<file path="config.mk">
export PLATFORM = sky130hd
export DESIGN_NAME = float_normalizer
export DESIGN_NICKNAME = d
export VERILOG_FILES = /design/src/rtl/float_normalizer.sv
export SDC_FILE = /design/constraint.sdc
export NUM_CORES = 1
export LEC_CHECK = 0
export CAP_MARGIN = 40
export CORE_MARGIN = 10
export CORE_UTILIZATION = 50
export CTS_CLUSTER_DIAMETER = 30
export DETAILED_ROUTE_END_ITERATION = 10
export PLACE_DENSITY = 0.78
export SETUP_SLACK_MARGIN = 0.15
export SYNTH_ARGS = -nofsm -noshare
export SYNTH_HDL_FRONTEND = slang
export SYNTH_SLANG_ARGS = --single-unit
</file>
<file path="constraint.sdc">
create_clock -name clk -period 2.9 [get_ports clk]
set_input_delay 0.29 -clock clk [delete_from_list [all_inputs] [get_ports clk]]
set_output_delay 0.29 -clock clk [all_outputs]
set_load 0.02 [all_outputs]
</file>
<file path="src/rtl/float_normalizer.sv">
// float_normalizer
//   Two-stage post-add normalizer for IEEE-754 single precision.
//   S1 normalizes the raw magnitude sum using the supplied leading-one
//   position; S2 rounds to nearest even and packs the result word.
//   Ready/valid on both sides; a stalled output holds all fields stable.
//
// Ports
//   clk, rst_n                : clock, async active-low reset
//   in_valid / in_ready       : upstream handshake
//   in_sign, in_exp, in_mant  : sign, biased exponent, 25-bit sum (bit 24 carry)
//   in_lead                   : MSB-one position of in_mant (23 when zero)
//   in_guard, in_sticky       : alignment guard / sticky bits
//   out_valid / out_ready     : downstream handshake
//   out_result                : {sign, exp[7:0], frac[22:0]}
//   out_overflow/underflow/zero : saturate-to-inf, flush-to-zero, exact zero
module float_normalizer (
  input  logic        clk,
  input  logic        rst_n,
  input  logic        in_valid,
  output logic        in_ready,
  input  logic        in_sign,
  input  logic [7:0]  in_exp,
  input  logic [24:0] in_mant,
  input  logic [4:0]  in_lead,
  input  logic        in_guard,
  input  logic        in_sticky,
  output logic        out_valid,
  input  logic        out_ready,
  output logic [31:0] out_result,
  output logic        out_overflow,
  output logic        out_underflow,
  output logic        out_zero
);

  localparam int STAGES = 2;

  // vld_pipe_q[1] = S1 occupied, vld_pipe_q[2] = S2 occupied (= out_valid)
  logic [STAGES:1] vld_pipe_q;
  logic            s1_adv, s2_adv;

  assign s2_adv   = !vld_pipe_q[2] | out_ready;
  assign s1_adv   = !vld_pipe_q[1] | s2_adv;
  assign in_ready = s1_adv;

  // ---------------- S1: normalize ----------------
  logic               s1_sign_d,   s1_sign_q;
  logic signed [9:0]  s1_exp_d,    s1_exp_q;
  logic [23:0]        s1_mant_d,   s1_mant_q;
  logic               s1_guard_d,  s1_guard_q;
  logic               s1_sticky_d, s1_sticky_q;
  logic               s1_zero_d,   s1_zero_q;
  logic [4:0]         lshift;

  always_comb begin
    s1_sign_d   = in_sign;
    s1_zero_d   = (in_mant == 25'd0);
    s1_exp_d    = $signed({2'b00, in_exp});
    s1_mant_d   = in_mant[23:0];
    s1_guard_d  = in_guard;
    s1_sticky_d = in_sticky;
    lshift      = 5'd23 - in_lead;
    if (in_lead >= 5'd24) begin
      // carry out of the add: one right shift, guard drops into sticky
      s1_mant_d   = in_mant[24:1];
      s1_exp_d    = $signed({2'b00, in_exp}) + 10'sd1;
      s1_guard_d  = in_mant[0];
      s1_sticky_d = in_guard | in_sticky;
    end else if (in_lead < 5'd23) begin
      // cancellation: guard refills the first vacated LSB, zeros after it.
      // Pre-placing guard one position up lets a shift of (k-1) do the job.
      s1_mant_d   = {in_mant[22:0], in_guard} << (lshift - 5'd1);
      s1_exp_d    = $signed({2'b00, in_exp}) - $signed({5'b00000, lshift});
      s1_guard_d  = 1'b0;
      s1_sticky_d = 1'b0;
    end
  end

  always_ff @(posedge clk or negedge rst_n) begin
    if (!rst_n) begin
      vld_pipe_q[1] <= 1'b0;
      s1_sign_q     <= 1'b0;
      s1_exp_q      <= '0;
      s1_mant_q     <= '0;
      s1_guard_q    <= 1'b0;
      s1_sticky_q   <= 1'b0;
      s1_zero_q     <= 1'b0;
    end else if (s1_adv) begin
      vld_pipe_q[1] <= in_valid;
      if (in_valid) begin
        s1_sign_q   <= s1_sign_d;
        s1_exp_q    <= s1_exp_d;
        s1_mant_q   <= s1_mant_d;
        s1_guard_q  <= s1_guard_d;
        s1_sticky_q <= s1_sticky_d;
        s1_zero_q   <= s1_zero_d;
      end
    end
  end

  // ---------------- S2: round + pack ----------------
  logic               rnd_up;
  logic [24:0]        mant_sum;
  logic [23:0]        mant_r;
  logic signed [9:0]  exp_r;
  logic [31:0]        result_d, result_q;
  logic               ovf_d, ovf_q, unf_d, unf_q, zero_d, zero_q;

  always_comb begin
    rnd_up   = s1_guard_q & (s1_sticky_q | s1_mant_q[0]);
    mant_sum = {1'b0, s1_mant_q} + {24'd0, rnd_up};
    mant_r   = mant_sum[23:0];
    exp_r    = s1_exp_q;
    if (mant_sum[24]) begin
      mant_r = 24'h800000;
      exp_r  = s1_exp_q + 10'sd1;
    end
    result_d = {s1_sign_q, exp_r[7:0], mant_r[22:0]};
    ovf_d    = 1'b0;
    unf_d    = 1'b0;
    zero_d   = 1'b0;
    if (s1_zero_q) begin
      result_d = 32'h0000_0000;   // always +0
      zero_d   = 1'b1;
    end else if (s1_exp_q <= 10'sd0) begin
      result_d = {s1_sign_q, 31'd0};
      unf_d    = 1'b1;
    end else if (exp_r >= 10'sd255) begin
      result_d = {s1_sign_q, 8'hFF, 23'd0};
      ovf_d    = 1'b1;
    end
  end

  always_ff @(posedge clk or negedge rst_n) begin
    if (!rst_n) begin
      vld_pipe_q[2] <= 1'b0;
      result_q      <= '0;
      ovf_q         <= 1'b0;
      unf_q         <= 1'b0;
      zero_q        <= 1'b0;
    end else if (s2_adv) begin
      vld_pipe_q[2] <= vld_pipe_q[1];
      if (vld_pipe_q[1]) begin
        result_q <= result_d;
        ovf_q    <= ovf_d;
        unf_q    <= unf_d;
        zero_q   <= zero_d;
      end
    end
  end

  assign out_valid     = vld_pipe_q[2];
  assign out_result    = result_q;
  assign out_overflow  = ovf_q;
  assign out_underflow = unf_q;
  assign out_zero      = zero_q;

endmodule

</file>
==> flow_summary.ini <==
[placement]
placed_area_mm2 = 0.00678
gp_congestion = 0.932
port_buffers = 81
hpwlAfterDp_um = 12500
placed_cells = 866

[timing]
fin_crit_ps = 2680
fin_skew_ps = 6.11
fin_tns_setup_ps = 0
fin_hold_ws_ps = 284
setup_viol = 0
finalMaxSlewViolations = 0
relSlewSlack = 0.528
max_freq_mhz = 373
tightestPinTransition_ps = 701
rsz0062_at_grt = yes
hold_viol = 0
min_period_over_period = 0.924

[setup_path]
arrival_ps = 2910
reg2reg_slack_ps = 220
r2r_cells = 12
worstPathCellList = o21a_1, ha_4, ha_4, nand3_4, nor3_4, nand4_4, or3_4, xnor2_4, o21ai_4, buf_6, buf_16, o21ai_2
cp_max_fo = 10
setup.worst_path.start_class = flop
cp_top_family = simple AND/OR/NAND/NOR gates
worst_path_largest_cell_delay_ps = 460
reg2reg_to = out_result[12]
worstReg2RegStart = s1_mant_q[0]
crit_top_cell = ha_4
cp.required_ps = 3130
slowest_stage = or3_4
end_kind = flop
crit_type = reg -> reg
cp_num_buf_inv = 2

[global_route]
grt_max_degree = 60
antenna_found_initial = 0
grt_use_met3 = 0.0459
grt_use_total = 0.205
grt_pass1_wl_um = 27700
grt_pass1_vias = 5269
globalRouteMet2Util = 0.313
use_met1 = 0.281
grt-ovfl-total = 0
grt.busiest_layer = met2

[die]
die_h_um = 127
die_x_um = 127
rows = 39
io_pins = 82
start_util = 0.507
die_area_mm2 = 0.0162
coreArea_mm2 = 0.0114

[drt]
ant_nets = 0
drt-total-wl_um = 16800
firstDrtPassIters = 5
wl_per_cell_um = 18.8
vias = 5398
initialDrtViolationCount = 464
viasPerCell = 6.04
drc_errors = 0

[flow_run]
cap_violations = 0

[yosys]
synth_nets = 719
yosysSeqAreaShare = 0.326
avgSynthCellArea_um2 = 8.75
ys.warnings.count = 0
syn_inst = 658
synthFlopType = dfrtp_1
ys_types = 59
ys_seq_elements = 75
async_flop_share = 1.00
synth_area_mm2 = 0.00576
synth_edf_count = 0

[power_and_ir_drop]
p_leak_nw = 3.01
powerDensity_mw_per_mm2 = 532
vdd_drop_max_v = 0.000477

[final_layout]
diodes = 0
fin_cells = 894
nets = 809
design_area_mm2 = 0.00728
area_growth_syn_to_layout_pct = 26.4
drive_gt1_frac = 0.157
nFillCells = 963
final_util = 0.640

[clock_network]
clk_path_buf_depth = 2
clk_pin_slew_ps = 60
cts_sinks = 75
h-tree-depth = 3
cts_tree = done
numCtsBuffers = 9
cts-root-buf = clkbuf_16
clk_latency_ps = 340

[hold_path]
min_path_type = in -> async

[run_status]
status = finished, final reports clean
[power breakdown]
group	switching, mW	total (mW)	internal, mW
clock	0.397	1.01	0.610
sequential	0.211	1.45	1.24
combinational	0.756	1.41	0.658
total	1.36	3.87	2.51
[cell families (layout without fill, tap and decap cells)]
family / after synthesis / count (layout) / share of synthesized area
mux: 36 / 36 / 0.109
xor+xnor: 44 / 44 / 0.0728
compound gates: 159 / 159 / 0.186
flops: 75 / 75 / 0.326
buf+inv: 58 / 151 / 0.0474
simple gates: 270 / 270 / 0.223
fa+ha+maj: 16 / 16 / 0.0361
[area by class of cell]
class                           count  area [um^2]  area share
Tap cell                          143          179      0.0246
Inverter                           15         56.3     0.00773
Clock inverter                      3         15.0     0.00206
Multi-Input combinational cell    525         3680       0.505
Timing Repair Buffer              122         1220       0.168
Sequential cell                    75         1880       0.258
Clock buffer                       11          253      0.0347
[metal layers]
layer  wire, um  vias to the layer above
li1           -                     2568
met1       7440                     2576
met2       7820                      230
met3       1230                       24
met4        337                        0
met5          0                        -
[state kept, by name (all words and copies together), names as in the netlist]
signal,count
out_result,32
s1_mant_q,24
s1_exp_q,10
out_overflow,1
out_underflow,1
out_valid,1
out_zero,1
s1_guard_q,1
s1_sign_q,1
s1_sticky_q,1
s1_zero_q,1
vld_pipe_q,1
[per-stage QoR]
stage	total power, mW	setup slack, ps
finish	3.87	219
global route	4.08	97.9
CTS	3.84	181
detailed placement	2.81	49.6
global placement	2.78	97.0
floorplan	2.24	166
[synthesized netlist by cell type (all sizes together) (2+ instances only)]
library cell | number | share of area
a211oi | 6 | 0.0078
a21oi | 32 | 0.028
a221oi | 4 | 0.0061
a22o | 2 | 0.0030
a22oi | 2 | 0.0026
a31o | 2 | 0.0030
a31oi | 5 | 0.0065
a32o | 3 | 0.0052
a32oi | 6 | 0.0091
and2 | 2 | 0.0022
and3 | 10 | 0.011
and4 | 4 | 0.0061
buf | 13 | 0.018
clkbuf | 30 | 0.020
dfrtp | 75 | 0.33
ha | 15 | 0.033
inv | 15 | 0.0098
mux2 | 5 | 0.0098
mux2i | 10 | 0.017
mux4 | 21 | 0.082
nand2 | 135 | 0.088
nand2b | 5 | 0.0054
nand3 | 31 | 0.028
nand3b | 3 | 0.0039
nand4 | 15 | 0.022
nor2 | 36 | 0.023
nor2b | 6 | 0.0065
nor3 | 9 | 0.0098
nor4 | 10 | 0.012
o211ai | 13 | 0.017
o21ai | 63 | 0.068
o21bai | 2 | 0.0026
o221ai | 4 | 0.0061
o31ai | 8 | 0.010
or3 | 3 | 0.0041
xnor2 | 20 | 0.035
xor2 | 24 | 0.038
[worst max path at each step]
stage                       startpoint              to  cells after the start
final                     s1_mant_q[0]  out_result[12]                     12
after global routing      s1_mant_q[0]  out_result[12]                     12
after CTS                 s1_mant_q[0]   out_result[5]                     11
after detailed placement  s1_mant_q[0]   out_result[2]                     11
after global placement    s1_mant_q[0]  out_result[27]                     10
after floorplan             in_lead[0]    s1_mant_q[8]                     13
[placed cells by master, fill, tap and decap left out, types with 4 or more instances in the layout]
master	count
clkdlybuf4s50_1	80
o31ai_1	8
buf_12	5
a32oi_1	6
and3_1	10
nand2_1	135
nand4_1	13
mux2i_1	10
buf_4	31
nor3_1	8
o21ai_2	21
o211ai_1	13
xnor2_1	18
a31oi_1	4
o221ai_1	4
dfrtp_1	75
xor2_1	23
o21ai_0	39
nor2b_1	6
nor4_1	9
a221oi_1	4
mux4_2	21
clkbuf_16	10
a211oi_1	6
nor2_1	36
and4_1	4
a21oi_1	32
inv_1	15
nand2b_1	5
ha_1	13
mux2_2	5
nand3_1	30
[repair_timing]
| item | 4_1_cts | 5_1_grt |
|---|---|---|
| hold buffers | 0 | 1 |
| pin swaps | 2 | 20 |
| gates cloned | 1 | 1 |
| setup endpoints to repair | 27 | 27 |
| hold endpoints to repair | 0 | 37 |
| buffers inserted | 1 | 9 |
| gates resized for setup | 6 | 8 |
Note: power is estimated with default switching activity, not from simulation.
